==> config.mk <==
export PLATFORM = sky130hd
export DESIGN_NAME = move_validator
export DESIGN_NICKNAME = d
export VERILOG_FILES = /design/src/rtl/move_validator.sv
export SDC_FILE = /design/constraint.sdc
export NUM_CORES = 1
export LEC_CHECK = 0
export CORE_MARGIN = 8
export CORE_UTILIZATION = 45
export CTS_CLUSTER_DIAMETER = 120
export DETAILED_ROUTE_END_ITERATION = 8
export PLACE_DENSITY = 0.68
export SYNTH_ARGS = -nofsm -noshare
export SYNTH_HDL_FRONTEND = slang
export SYNTH_SLANG_ARGS = --single-unit
==> constraint.sdc <==
create_clock -name clock -period 3.35 [get_ports clock]
set_input_delay 0.67 -clock clock [delete_from_list [all_inputs] [get_ports clock]]
set_output_delay 0.67 -clock clock [all_outputs]
set_load 0.01 [all_outputs]
==> src/rtl/move_validator.sv <==
// move_validator: Othello move legality check over a 10x10 walled board memory.
// Define MOVE_VD_DIR_MASK_EN for a full eight-direction scan with a per-direction dir_mask output.
module move_validator #(
    parameter int ADDR_W = 7
) (
    input  logic              clock,
    input  logic              reset,
    input  logic              start,
    input  logic [ADDR_W-1:0] s_addr_in,
    input  logic              player,
    output logic [ADDR_W-1:0] addr_to_mem,
    input  logic [1:0]        data_from_mem,
    output logic              busy,
    output logic              done,
    output logic              mv_valid,
    input  logic              ack_in
`ifdef MOVE_VD_DIR_MASK_EN
    ,
    output logic [7:0]        dir_mask
`endif
);
    typedef enum logic [2:0] {IDLE, CELL_RD, CELL_EV, DIR_RD, DIR_EV, RESULT, ACK_WAIT} state_t;
    localparam int OFF [8] = '{-11, -10, -9, -1, 1, 9, 10, 11};

    state_t            r_state;
    logic [ADDR_W-1:0] r_move;
    logic [ADDR_W-1:0] r_cur;
    logic [1:0]        r_own;
    logic [2:0]        r_dir;
    logic [2:0]        r_cnt;
    logic [ADDR_W-1:0] w_off;
    logic [ADDR_W-1:0] w_next_cur;
    logic              w_opp;
    logic              w_legal;
    logic              w_fin;
    logic              w_ok;

    // Offsets wrap modulo 2^ADDR_W; the wall ring keeps every probe on the board.
    assign w_off      = ADDR_W'(OFF[r_dir]);
    assign w_next_cur = r_move + ADDR_W'(OFF[r_dir + 3'd1]);
    assign w_opp      = data_from_mem == ~r_own;
    assign w_legal    = data_from_mem == r_own && r_cnt != 3'd0;

`ifdef MOVE_VD_DIR_MASK_EN
    logic [7:0] r_mask;
    logic [7:0] w_hit;
    assign w_hit    = {7'd0, w_legal} << r_dir;
    assign dir_mask = r_mask;
    assign w_fin    = r_dir == 3'd7;
    assign w_ok     = |(r_mask | w_hit);
`else
    assign w_fin    = w_legal || r_dir == 3'd7;
    assign w_ok     = w_legal;
`endif

    always_ff @(posedge clock or negedge reset) begin
        if (!reset) begin
            r_state     <= IDLE;
            r_move      <= '0;
            r_cur       <= '0;
            r_own       <= '0;
            r_dir       <= '0;
            r_cnt       <= '0;
            addr_to_mem <= '0;
            busy        <= 1'b0;
            done        <= 1'b0;
            mv_valid    <= 1'b0;
`ifdef MOVE_VD_DIR_MASK_EN
            r_mask      <= '0;
`endif
        end else begin
            case (r_state)
                IDLE: if (start) begin
                    r_move      <= s_addr_in;
                    r_own       <= player ? 2'b10 : 2'b01;
                    addr_to_mem <= s_addr_in;
                    busy        <= 1'b1;
`ifdef MOVE_VD_DIR_MASK_EN
                    r_mask      <= '0;
`endif
                    r_state     <= CELL_RD;
                end
                CELL_RD: r_state <= CELL_EV;
                CELL_EV: if (data_from_mem != 2'b00) begin
                    done     <= 1'b1;
                    mv_valid <= 1'b0;
                    r_state  <= RESULT;
                end else begin
                    r_dir       <= '0;
                    r_cnt       <= '0;
                    r_cur       <= r_move + ADDR_W'(OFF[0]);
                    addr_to_mem <= r_move + ADDR_W'(OFF[0]);
                    r_state     <= DIR_RD;
                end
                DIR_RD: r_state <= DIR_EV;
                DIR_EV: if (w_opp) begin
                    r_cnt       <= r_cnt + 3'd1;
                    r_cur       <= r_cur + w_off;
                    addr_to_mem <= r_cur + w_off;
                    r_state     <= DIR_RD;
                end else begin
`ifdef MOVE_VD_DIR_MASK_EN
                    r_mask <= r_mask | w_hit;
`endif
                    if (w_fin) begin
                        done     <= 1'b1;
                        mv_valid <= w_ok;
                        r_state  <= RESULT;
                    end else begin
                        r_dir       <= r_dir + 3'd1;
                        r_cnt       <= '0;
                        r_cur       <= w_next_cur;
                        addr_to_mem <= w_next_cur;
                        r_state     <= DIR_RD;
                    end
                end
                RESULT: begin
                    done    <= 1'b0;
                    busy    <= mv_valid;
                    r_state <= mv_valid ? ACK_WAIT : IDLE;
                end
                ACK_WAIT: if (ack_in) begin
                    mv_valid <= 1'b0;
                    busy     <= 1'b0;
                    r_state  <= IDLE;
                end
                default: r_state <= IDLE;
            endcase
        end
    end
endmodule
==> results of run 1 <==
## cells in the final DEF, fill, tap and decap left out, types with 2 or more instances in the layout
master	n
a211oi_1	4
a21o_1	3
a21oi_1	25
a221oi_1	2
a22oi_1	5
a31oi_1	8
a32oi_1	2
and3_1	2
buf_4	4
clkbuf_8	5
clkdlybuf4s50_1	22
dfrtp_1	35
fa_1	2
ha_1	16
inv_1	15
inv_2	2
mux2_2	6
mux2i_1	5
nand2_1	25
nand2b_1	3
nand3_1	2
nor2_1	35
nor2b_1	3
nor3_1	3
o211ai_1	2
o21a_1	2
o21ai_0	12
o21ai_1	13
o31ai_1	3
or2_1	3
xnor2_1	11
xor2_1	6
## worst max-delay path by stage
stage                         from        endpoint  slack [ps]  cells past startpoint
after floorplan           r_dir[0]        r_cur[4]         490                     12
after global placement    r_dir[0]        r_cur[4]         330                     12
after detailed placement  r_dir[1]        r_cur[4]         220                     12
after CTS                 r_dir[1]        r_cur[4]         190                     12
after global routing      r_dir[1]  addr_to_mem[4]          20                     12
final                     r_dir[1]        r_cur[4]         250                     12
## per-stage QoR
stage                     setup slack, ps  utilization  cells
after floorplan                       493            -    287
after global placement                328        0.516    375
after detailed placement              221        0.516    375
after CTS                             192        0.535    382
after global routing                 23.4        0.535    382
final                                 249        0.535    382
## Yosys cell counts (6+ instances only)
cell	count
o21ai_1	13
inv_1	15
o21ai_0	12
a31oi_1	8
xor2_1	6
nor2_1	35
dfrtp_1	35
mux2_2	6
nand2_1	25
xnor2_1	11
ha_1	17
a21oi_1	25
## registers in the layout, indices dropped and copies added, names as in the netlist, 2 cells and up
signal,count
r_cur,7
addr_to_mem,7
r_state,3
r_move,7
r_cnt,3
r_dir,3
r_own,2
## kinds of logic (layout without fill, tap and decap cells)
kind of cell    Yosys count  after routing  share of synthesized area
simple gates             80             80                      0.142
mux                      12             12                     0.0501
flops                    35             35                      0.341
buf+inv                  28             51                     0.0545
xor+xnor                 18             18                     0.0686
compound gates           95             95                      0.245
fa+ha+maj                19             19                     0.0983
## worst reg2reg max path, delay by kind of cell (launching register included)
kind	cells	cell delay [ps]
XOR/XNOR	2	430
AO/OA/AOI/OAI	4	680
buffers and inverters	1	60
multiplexers	1	310
adder cells (fa/ha/maj)	3	960
flip-flops	1	460
AND/OR/NAND/NOR	1	70
## layout make-up
cell class | count | share of cell area
Clock inverter | 2 | 0.0127
Multi-Input combinational cell | 224 | 0.528
Inverter | 17 | 0.0216
Sequential cell | 35 | 0.297
Tap cell | 72 | 0.0306
Clock buffer | 5 | 0.0233
Timing Repair Buffer | 27 | 0.0866
## metal layers
| metal | up-vias | global-route usage |
|---|---|---|
| met5 | - | 0 |
| met4 | 0 | 0.0737 |
| met3 | 9 | 0.0288 |
| met2 | 46 | 0.238 |
| met1 | 1067 | 0.209 |
| li1 | 1067 | - |
## power groups by stage
stage / combinational, W / clock (W) / sequential [W]
global placement: 0.00174 / 0 / 0.000869
detailed placement: 0.00175 / 0 / 0.000879
CTS: 0.00177 / 0.000387 / 0.000871
floorplan: 0.00139 / 0 / 0.000777
global route: 0.00198 / 0.000401 / 0.000910
finish: 0.00177 / 0.000382 / 0.000874
## timing repair
action | in CTS | in global routing
buffers inserted | 0 | 0
setup endpoints to repair | 0 | 2
resized for setup | 0 | 1
hold buffers | 0 | 0
==> run_results.csv, run 1 <==
group,metric,value,unit
grt,grt_pass1_wl,10600,um
grt,antenna_found_initial,0,
routing,route.met3.wl,250,um
routing,drtIter0Drc,145,
place,place_hpwl,4630,um
finish,syn2layout_area_growth,14.7,%
finish,drive_above_1_share,0.100,
critical_path,cp_slowest_stage_delay,460,ps
power,pwr-share-seq,0.288,
routing,drc,0,
routing,routed.top_layer,"met4",
critical_path,start_kind,"flop",
min_path,min-delay-path-class,"input pin to async pin",
routing,detail-route-antenna-nets,0,
die,dieArea,0.00839,sq mm
place,post_dp_cell_area,0.00284,sq mm
routing,wl_per_cell,16.4,um
sta,slew_headroom,0.464,
yosys,synth_fp_nets,320,
place,portBuffers,23,
clocking,h-tree-depth,2,
routing,drt-total-wl,6250,um
routing,vias_per_cell,5.73,
power,vdd_drop_max,0.515,mV
critical_path,reg2reg_to,"r_cur[4]",
outcome,status,"finished, final reports clean",
power,switching_power,0.00139,W
die,design.core.area,0.00551,sq mm
sta,finalWorstPathRequiredPeriod,3100,ps
sta,rsz0062_at_grt,"false",
die,die_x,91.6,um
finish,diodes,0,
critical_path,rrSetupSlack,250,ps
clocking,clk_path_buf_depth,2,
routing,wl_met2,2760,um
critical_path,crit_fanout,10,
finish,multi_input_area,0.00156,sq mm
finish,nets,343,
sta,period_share,0.926,
grt,grt_max_degree,36,
yosys,netlist_instances,287,
critical_path,cp_top_family,"adder cells",
sta,max_freq,322,MHz
yosys,synth_area,0.00257,sq mm
critical_path,crit_type,"flop to flop",
clocking,numCtsBuffers,5,
power,internal-power,0.00164,W
sta,drv_slew,0,
sta,setup_violations,0,
yosys,synth_area_leaders,"dfrtp_1 34%, ha_1 8.3%, nor2_1 5.1%, a21oi_1 4.9%, xnor2_1 3.7%",
power,total_power,0.00303,W
routing,drt-pass1-iter-count,4,
die,start_util,0.467,
finish,fill_cells,511,
yosys,netlist.area_leader.share,0.341,
die,die_h,91.6,um
critical_path,cp_slowest_cell,"dfrtp_1",
critical_path,cp.required,3510,ps
clocking,cts.sinks,35,
flow_run,max-cap-violations,0,
power,powerDensity,1030,mW/mm^2
yosys,synth_edf_count,0,
clocking,clk_latency,300,ps
clocking,root_buffer,"clkbuf_8",
critical_path,cp_num_buf_inv,1,
grt,grt_pass1_vias,2158,
yosys,synth_top_cell_by_area,"dfrtp_1",
yosys,synth-seq-cells,35,
power,comb_power_share,0.586,
die,io_pins,24,
routing,via_count,2189,
place,gp_congestion,0.846,
power,sw_frac_of_total,0.460,
yosys,async_flop_share,1.00,
grt,grt_overflow,0,
yosys,yosys_warnings,0,
critical_path,arrival,3260,ps
power,p_clk_frac,0.126,
critical_path,cp-end-kind,"flop",
power,p_leak,1.24,nW
sta,fin_tns_setup,0,ps
sta,tightest_slew,804,ps
sta,clock_skew,9.56,ps
yosys,syn_avg_cell_area,8.95,sq um
clocking,path_clk_slew,80,ps
yosys,synth_seq_area_share,0.341,
yosys,ys_types,53,
yosys,ys.flop_type,"dfrtp_1",
sta,hold_viol,0,
critical_path,worstRegToRegCells,12,
clocking,cts_tree,"built",
sta,hold_ws,457,ps
finish,register_area,876,sq um
critical_path,crit_chain,"ha_2 > xor2_4 > nor2_1 > a21oi_1 > ha_1 > inv_1 > fa_1 > o21ba_1 > mux2_1 > xnor2_1 > a32oi_1 > a31oi_1",
finish,final_area,0.00295,sq mm
grt,grtUsageTotal,0.156,
routing,wl_met1,3120,um
critical_path,timing.rr.start,"r_dir[1]",
die,fp-row-count,27,
No activity file was read; power rests on OpenSTA's default activity.
==> run 2, diff against run 1 <==
--- a/config.mk
+++ b/config.mk
@@ -9,6 +9,7 @@
 export CORE_UTILIZATION = 45
 export CTS_CLUSTER_DIAMETER = 120
 export DETAILED_ROUTE_END_ITERATION = 8
+export GPL_ROUTABILITY_DRIVEN = 0
 export PLACE_DENSITY = 0.68
 export SYNTH_ARGS = -nofsm -noshare
 export SYNTH_HDL_FRONTEND = slang
==> results of run 2 <==
The final DEF is identical to that of run 1; final timing and power are the same.
